--- src/rtl/icap_pr_controller_if.sv ---
// Stream, ICAP and status signals of the partial-reconfiguration controller.
// The slave view belongs to the controller; the master view belongs to its environment.
interface icap_pr_controller_if;
   logic        xStart;
   logic        xAbort;
   logic [63:0] xS_AXIS_tdata;
   logic [7:0]  xS_AXIS_tkeep;
   logic        xS_AXIS_tlast;
   logic        xS_AXIS_tvalid;
   logic        xS_AXIS_tready;
   logic        xIcapCsib;
   logic        xIcapRdwrb;
   logic [31:0] xIcapI;
   logic        xIcapAvail;
   logic        xIcapPrDone;
   logic        xIcapPrError;
   logic        xBusy;
   logic        xDone;
   logic        xError;
   logic [1:0]  xErrCode;
   logic [31:0] xWordCount;

   modport slave (
      input  xStart, xAbort,
      input  xS_AXIS_tdata, xS_AXIS_tkeep, xS_AXIS_tlast, xS_AXIS_tvalid,
      output xS_AXIS_tready,
      output xIcapCsib, xIcapRdwrb, xIcapI,
      input  xIcapAvail, xIcapPrDone, xIcapPrError,
      output xBusy, xDone, xError, xErrCode, xWordCount
   );

   modport master (
      output xStart, xAbort,
      output xS_AXIS_tdata, xS_AXIS_tkeep, xS_AXIS_tlast, xS_AXIS_tvalid,
      input  xS_AXIS_tready,
      input  xIcapCsib, xIcapRdwrb, xIcapI,
      output xIcapAvail, xIcapPrDone, xIcapPrError,
      input  xBusy, xDone, xError, xErrCode, xWordCount
   );
endinterface

--- src/rtl/icap_pr_controller.sv ---
// ICAPE3 partial-reconfiguration sequencer: splits 64-bit stream beats into
// two 32-bit ICAP writes, then tracks PRDONE/PRERROR and a stall timeout.
module icap_pr_controller #(
   parameter int BIT_SWAP       = 1,
   parameter int TIMEOUT_CYCLES = 1048576
) (
   input logic AxiBusClock,
   input logic xAxiBusReset,
   icap_pr_controller_if.slave bus
);

   localparam int TW = $clog2(TIMEOUT_CYCLES);
   localparam logic [TW-1:0] TIMER_MAX = TW'(TIMEOUT_CYCLES - 1);

   typedef enum logic [2:0] {
      IDLE, ARMED, WR_LO, WR_HI, WAIT_DONE, DONE, ERROR
   } stateT;

   stateT       state;
   stateT       nextState;
   logic [TW-1:0] timer;
   logic [31:0] icapWord;
   logic [31:0] hiWord;
   logic        hiPending;
   logic        lastHold;
   logic        busyReg;
   logic        doneReg;
   logic        errorReg;
   logic [1:0]  errCodeReg;
   logic [31:0] wordCount;

   logic        busyState;
   logic        timedState;
   logic        keepBad;
   logic        writeNow;
   logic        acceptBeat;
   logic [1:0]  errCodeNext;
   logic [3:0]  loKeep;
   logic [3:0]  hiKeep;

   // Reverses the bit order inside each byte when BIT_SWAP is set.
   function automatic logic [31:0] swapWord(input logic [31:0] w);
      logic [31:0] r;
      r = w;
      if (BIT_SWAP != 0) begin
         for (int b = 0; b < 4; b++) begin
            for (int k = 0; k < 8; k++) begin
               r[8*b + k] = w[8*b + 7 - k];
            end
         end
      end
      return r;
   endfunction

   assign loKeep     = bus.xS_AXIS_tkeep[3:0];
   assign hiKeep     = bus.xS_AXIS_tkeep[7:4];
   assign keepBad    = !(loKeep inside {4'h0, 4'hF}) || !(hiKeep inside {4'h0, 4'hF});
   assign busyState  = state inside {ARMED, WR_LO, WR_HI, WAIT_DONE};
   assign timedState = state inside {WR_LO, WR_HI, WAIT_DONE};

   // Next-state decision in priority order: abort, PRERROR, timeout, then normal flow.
   always_comb begin
      nextState   = state;
      writeNow    = 1'b0;
      acceptBeat  = 1'b0;
      errCodeNext = 2'b00;
      if (bus.xAbort) begin
         nextState = IDLE;
      end else if (busyState && bus.xIcapPrError) begin
         nextState   = ERROR;
         errCodeNext = 2'b01;
      end else if (timedState && (timer == TIMER_MAX)) begin
         nextState   = ERROR;
         errCodeNext = 2'b10;
      end else begin
         case (state)
            IDLE, DONE, ERROR: begin
               if (bus.xStart) nextState = ARMED;
            end
            ARMED: begin
               if (bus.xS_AXIS_tvalid) begin
                  if (keepBad) begin
                     nextState   = ERROR;
                     errCodeNext = 2'b11;
                  end else begin
                     acceptBeat = 1'b1;
                     if (loKeep == 4'hF)             nextState = WR_LO;
                     else if (hiKeep == 4'hF)        nextState = WR_HI;
                     else if (bus.xS_AXIS_tlast)     nextState = WAIT_DONE;
                  end
               end
            end
            WR_LO: begin
               if (bus.xIcapAvail) begin
                  writeNow = 1'b1;
                  if (hiPending)     nextState = WR_HI;
                  else if (lastHold) nextState = WAIT_DONE;
                  else               nextState = ARMED;
               end
            end
            WR_HI: begin
               if (bus.xIcapAvail) begin
                  writeNow  = 1'b1;
                  nextState = lastHold ? WAIT_DONE : ARMED;
               end
            end
            WAIT_DONE: begin
               if (bus.xIcapPrDone) nextState = DONE;
            end
            default: nextState = IDLE;
         endcase
      end
   end

   // State, holding registers, stall timer and registered status.
   always_ff @(posedge AxiBusClock or posedge xAxiBusReset) begin
      if (xAxiBusReset) begin
         state      <= IDLE;
         timer      <= '0;
         icapWord   <= '0;
         hiWord     <= '0;
         hiPending  <= 1'b0;
         lastHold   <= 1'b0;
         busyReg    <= 1'b0;
         doneReg    <= 1'b0;
         errorReg   <= 1'b0;
         errCodeReg <= 2'b00;
         wordCount  <= '0;
      end else begin
         state   <= nextState;
         busyReg <= nextState inside {ARMED, WR_LO, WR_HI, WAIT_DONE};

         if ((nextState != state) || !timedState) timer <= '0;
         else                                     timer <= timer + TW'(1);

         if (bus.xAbort) begin
            doneReg    <= 1'b0;
            errorReg   <= 1'b0;
            errCodeReg <= 2'b00;
         end else if (errCodeNext != 2'b00) begin
            errorReg   <= 1'b1;
            errCodeReg <= errCodeNext;
         end else if ((state == WAIT_DONE) && (nextState == DONE)) begin
            doneReg <= 1'b1;
         end else if (!busyState && (nextState == ARMED)) begin
            doneReg    <= 1'b0;
            errorReg   <= 1'b0;
            errCodeReg <= 2'b00;
            wordCount  <= '0;
         end

         if (writeNow) wordCount <= wordCount + 32'd1;

         // The first half to write goes straight to the ICAP data register on accept.
         if (acceptBeat) begin
            hiWord    <= bus.xS_AXIS_tdata[63:32];
            hiPending <= (loKeep == 4'hF) && (hiKeep == 4'hF);
            lastHold  <= bus.xS_AXIS_tlast;
            icapWord  <= (loKeep == 4'hF) ? swapWord(bus.xS_AXIS_tdata[31:0])
                                          : swapWord(bus.xS_AXIS_tdata[63:32]);
         end else if (writeNow && (state == WR_LO) && hiPending) begin
            icapWord <= swapWord(hiWord);
         end
      end
   end

   assign bus.xS_AXIS_tready = (state == ARMED);
   assign bus.xIcapCsib      = !(((state == WR_LO) || (state == WR_HI)) && bus.xIcapAvail);
   assign bus.xIcapRdwrb     = 1'b0;
   assign bus.xIcapI         = icapWord;
   assign bus.xBusy          = busyReg;
   assign bus.xDone          = doneReg;
   assign bus.xError         = errorReg;
   assign bus.xErrCode       = errCodeReg;
   assign bus.xWordCount     = wordCount;

endmodule

--- src/flat_wrapper.sv ---
// flat-port wrapper written by rule: the top's interface ports become plain ports
module icap_pr_controller_flat 
#(
   parameter int BIT_SWAP       = 1,
   parameter int TIMEOUT_CYCLES = 1048576
)
  (AxiBusClock, xAxiBusReset, bus_xStart, bus_xAbort, bus_xS_AXIS_tdata, bus_xS_AXIS_tkeep, bus_xS_AXIS_tlast, bus_xS_AXIS_tvalid, bus_xS_AXIS_tready, bus_xIcapCsib, bus_xIcapRdwrb, bus_xIcapI, bus_xIcapAvail, bus_xIcapPrDone, bus_xIcapPrError, bus_xBusy, bus_xDone, bus_xError, bus_xErrCode, bus_xWordCount);
  icap_pr_controller_if bus_i ();
  input logic AxiBusClock;
  input logic xAxiBusReset;
  input wire logic [$bits(bus_i.xStart)-1:0] bus_xStart;
  input wire logic [$bits(bus_i.xAbort)-1:0] bus_xAbort;
  input wire logic [$bits(bus_i.xS_AXIS_tdata)-1:0] bus_xS_AXIS_tdata;
  input wire logic [$bits(bus_i.xS_AXIS_tkeep)-1:0] bus_xS_AXIS_tkeep;
  input wire logic [$bits(bus_i.xS_AXIS_tlast)-1:0] bus_xS_AXIS_tlast;
  input wire logic [$bits(bus_i.xS_AXIS_tvalid)-1:0] bus_xS_AXIS_tvalid;
  output wire logic [$bits(bus_i.xS_AXIS_tready)-1:0] bus_xS_AXIS_tready;
  output wire logic [$bits(bus_i.xIcapCsib)-1:0] bus_xIcapCsib;
  output wire logic [$bits(bus_i.xIcapRdwrb)-1:0] bus_xIcapRdwrb;
  output wire logic [$bits(bus_i.xIcapI)-1:0] bus_xIcapI;
  input wire logic [$bits(bus_i.xIcapAvail)-1:0] bus_xIcapAvail;
  input wire logic [$bits(bus_i.xIcapPrDone)-1:0] bus_xIcapPrDone;
  input wire logic [$bits(bus_i.xIcapPrError)-1:0] bus_xIcapPrError;
  output wire logic [$bits(bus_i.xBusy)-1:0] bus_xBusy;
  output wire logic [$bits(bus_i.xDone)-1:0] bus_xDone;
  output wire logic [$bits(bus_i.xError)-1:0] bus_xError;
  output wire logic [$bits(bus_i.xErrCode)-1:0] bus_xErrCode;
  output wire logic [$bits(bus_i.xWordCount)-1:0] bus_xWordCount;
  assign bus_i.xStart = bus_xStart;
  assign bus_i.xAbort = bus_xAbort;
  assign bus_i.xS_AXIS_tdata = bus_xS_AXIS_tdata;
  assign bus_i.xS_AXIS_tkeep = bus_xS_AXIS_tkeep;
  assign bus_i.xS_AXIS_tlast = bus_xS_AXIS_tlast;
  assign bus_i.xS_AXIS_tvalid = bus_xS_AXIS_tvalid;
  assign bus_xS_AXIS_tready = bus_i.xS_AXIS_tready;
  assign bus_xIcapCsib = bus_i.xIcapCsib;
  assign bus_xIcapRdwrb = bus_i.xIcapRdwrb;
  assign bus_xIcapI = bus_i.xIcapI;
  assign bus_i.xIcapAvail = bus_xIcapAvail;
  assign bus_i.xIcapPrDone = bus_xIcapPrDone;
  assign bus_i.xIcapPrError = bus_xIcapPrError;
  assign bus_xBusy = bus_i.xBusy;
  assign bus_xDone = bus_i.xDone;
  assign bus_xError = bus_i.xError;
  assign bus_xErrCode = bus_i.xErrCode;
  assign bus_xWordCount = bus_i.xWordCount;
  icap_pr_controller #(.BIT_SWAP(BIT_SWAP), .TIMEOUT_CYCLES(TIMEOUT_CYCLES)) u_core (.AxiBusClock(AxiBusClock), .xAxiBusReset(xAxiBusReset), .bus(bus_i));
endmodule
--- config.mk ---
export PLATFORM = sky130hd
export DESIGN_NAME = icap_pr_controller_flat
export DESIGN_NICKNAME = d
export VERILOG_FILES = /design/src/rtl/icap_pr_controller_if.sv /design/src/rtl/icap_pr_controller.sv /design/src/flat_wrapper.sv
export SDC_FILE = /design/constraint.sdc
export NUM_CORES = 1
export LEC_CHECK = 0
export CAP_MARGIN = 20
export CORE_UTILIZATION = 46
export CTS_BUF_LIST = sky130_fd_sc_hd__clkbuf_16
export CTS_CLUSTER_DIAMETER = 80
export CTS_CLUSTER_SIZE = 28
export DETAILED_ROUTE_END_ITERATION = 16
export PLACE_DENSITY = 0.81
export SKIP_CTS_REPAIR_TIMING = 1
export SLEW_MARGIN = 25
export SYNTH_ARGS = -nofsm -noshare
export SYNTH_HDL_FRONTEND = slang
export SYNTH_SLANG_ARGS = --single-unit
--- constraint.sdc ---
create_clock -name AxiBusClock -period 3.8 [get_ports AxiBusClock]
set_input_delay 0.38 -clock AxiBusClock [delete_from_list [all_inputs] [get_ports AxiBusClock]]
set_output_delay 0.38 -clock AxiBusClock [all_outputs]
set_load 0.01 [all_outputs]
==> run metrics <==
status=completed; critical-path cell list=or3_1 > a31oi_1 > o41ai_4 > buf_4 > nor2_4 > buf_12 > mux2_1 > mux2_2; grt met1 use=30.0%; CP max FO=67; GRT Max-Usage Layer=met2; Mapped Nets=715; relative slew slack=41.4%; n_diodes=0; final core utilization=63.0%; mux contribution to synthesized area=20.0%; Post-DRT Antenna Nets=0; Die Span Y=121 um; initial antenna violation count=0; Post-DP Area=0.00824 mm^2; largest net degree at the start of global routing=71; worst clock skew=0.00675 ns; endpoints failing hold=0; RSZ-0062 raised after global routing=false; layout cell share with drive strength beyond 1=14.4%; Tmin final=2.95 ns; Worst EP required=4.09 ns; wire length of the first global-routing pass=26.4 mm; Reg clk slew, reported paths=0.05 ns; nature of the critical path endpoint=flop; dpl hpwl=11.0 mm; post-route cell area=0.00875 mm^2; Synth area leaders=dfrtp_1 (48%), mux2_2 (12%), nand2_1 (7.4%), mux2_1 (5.7%), mux2i_1 (2.6%); GP Congestion=0.826; initial DRC count=357; TNS Setup=0 ns; Hold Crit Class=reg -> reg; Initial Util=47.1%; Synth top cells by count=nand2_1 (129), dfrtp_1 (126), mux2_2 (68); clock sinks=126; drt wl/cell=16.6 um; largest family of logic cells by synthesized area=multiplexers; CTS tree=built; fmax=339 MHz; Main synth FF type=dfrtp_1; Multi-input gate area=0.00320 mm^2; number of buffers created by CTS=17; Pre-antenna DRT Iters=4; family with the most delay on the worst path=multiplexers; core area=0.0139 mm^2; Final setup violation count=0; Sequential cell area=0.00315 mm^2; row cnt=43; sequential share of the synthesized area=48.3%; worst slew pin tran=0.879 ns; Leak=4.11 nW; via total after detailed routing=5335; Die W=121 um; synth unique cells=52; vias per cell=5.48; CTS Buffer Depth=2; Area Overhead vs Synth=33.9%; Synth Area in Simple Gates=18.7%; # IOs=153; DRC Markers=0; post-route clock period utilization=77.5%; Worst Path Arrival=3.24 ns; cell accounting for the most synthesized area=dfrtp_1; Synth Area in XOR/XNOR=3.62%; M3 GR Usage=5.97%; Max Slew Vio Count=0; detailed-route wire length=16.2 mm; count leader, synth=nand2_1; # port buffers=151; FF+latch count, synth=126; GR Util All Layers=23.0%; ys async rst share=100%; worst-skew pair later-pin latency=0.41 ns; Synth Area in Adders=0.536%; Synth Area in Compound Gates=5.82%; global route total overflow=0; Layout Cells excl Fill=973; H-tree levels=4; Synth Area per Inst=10.3 um^2; WP buf/inv=2; Mapped Cells=632; PwrDens=407 mW/mm^2; Worst setup SP type=flop; max_cap viols=0; Die ar.=0.0147 mm^2; Filler Cells Inserted=1087; Peak VDD IR=0.277 mV; placed insts=941; Post-synth EDFFs=0; Nets=863; synthesized area=0.00653 mm^2; WHS=0.484 ns; Yosys top cell area share=48.3%; vias in the first global route=5338; critical path class=reg -> reg; warning count from the yosys run=0; CP max stage delay=0.53 ns; GR Util met2=38.1%; Crit-path slowest cell=dfrtp_1; CTS Root Cell=clkbuf_16
[final cells by class]
type / instances / share of cell area (%)
inverter: 10 / 0.458
timing repair buffer: 163 / 18.5
tap: 180 / 2.57
multi-input combinational: 462 / 36.6
clock buffer: 17 / 4.86
sequential: 126 / 36.0
clock inverter: 15 / 0.987
[kinds of logic (layout without fill, tap and decap cells)]
kind of cell    Yosys count  after routing
compound gates           52             52
xor+xnor                 27             27
fa+ha+maj                 3              3
buf+inv                  44            205
flops                   126            126
mux                     118            118
other cells               1              1
simple gates            261            261
[worst register-to-register path, delay by kind of cell, from the launching register on]
| family | cells | cell delay, ns |
|---|---|---|
| mux | 2 | 0.69 |
| simple gates | 2 | 0.60 |
| flops | 1 | 0.53 |
| buf+inv | 2 | 0.53 |
| compound gates | 2 | 0.49 |
[per-stage QoR]
| step | power [mW] | setup slack (ns) |
|---|---|---|
| floorplan | 1.89 | 0.0641 |
| global placement | 2.14 | 0.676 |
| detailed placement | 2.17 | 0.668 |
| CTS | 3.57 | 0.886 |
| global route | 3.70 | 0.736 |
| finish | 3.56 | 0.854 |
[placed cells by master, fill, tap and decap left out, types with 10 or more instances in the layout]
master / netlist / layout
clkbuf_16: 0 / 17
a21oi_1: 12 / 11
clkdlybuf4s50_1: 0 / 151
xor2_1: 19 / 19
mux2_1: 33 / 33
mux2i_1: 17 / 17
nand3_1: 23 / 23
mux2_2: 68 / 68
buf_4: 1 / 11
inv_1: 10 / 13
nor3_1: 14 / 14
and4_1: 10 / 10
nor2_1: 36 / 35
nand4_1: 13 / 13
nand2_1: 129 / 129
dfrtp_1: 126 / 126
[state kept, by name, indices dropped and copies added, names as in the netlist]
signal,cells
u_core.bus.xDone,1
u_core.state,3
u_core.hiPending,1
u_core.bus.xErrCode,2
u_core.timer,20
u_core.bus.xBusy,1
u_core.hiWord,32
u_core.lastHold,1
u_core.bus.xIcapI,32
u_core.bus.xWordCount,32
u_core.bus.xError,1
[final timing paths]
path	start	end	depth (start not counted)	slack, ns
setup / recovery	u_core.state[0]	u_core.bus.xIcapI[6]	8	0.85
hold / removal	u_core.bus.xWordCount[31]	u_core.bus.xWordCount[31]	1	0.48
setup reg to reg	u_core.state[0]	u_core.bus.xIcapI[6]	8	0.85
hold reg to reg	u_core.bus.xWordCount[31]	u_core.bus.xWordCount[31]	1	0.48
max in group asynchronous	xAxiBusReset	u_core.bus.xWordCount[27]	3	2.33
min in group asynchronous	xAxiBusReset	u_core.hiWord[0]	2	0.51
[metal layers]
layer / share of wire, % / vias up
li1: - / 2514
met1: 45 / 2635
met2: 49 / 177
met3: 5.9 / 9
met4: 0.72 / 0
met5: 0 / -
[power by group]
group	leakage [nW]	internal (mW)	switching, mW
logic	2.10	0.322	0.363
clock network	0.258	0.815	0.586
registers	1.75	1.40	0.0797
total	4.11	2.53	1.03
Note: power is estimated with default switching activity, not from simulation.
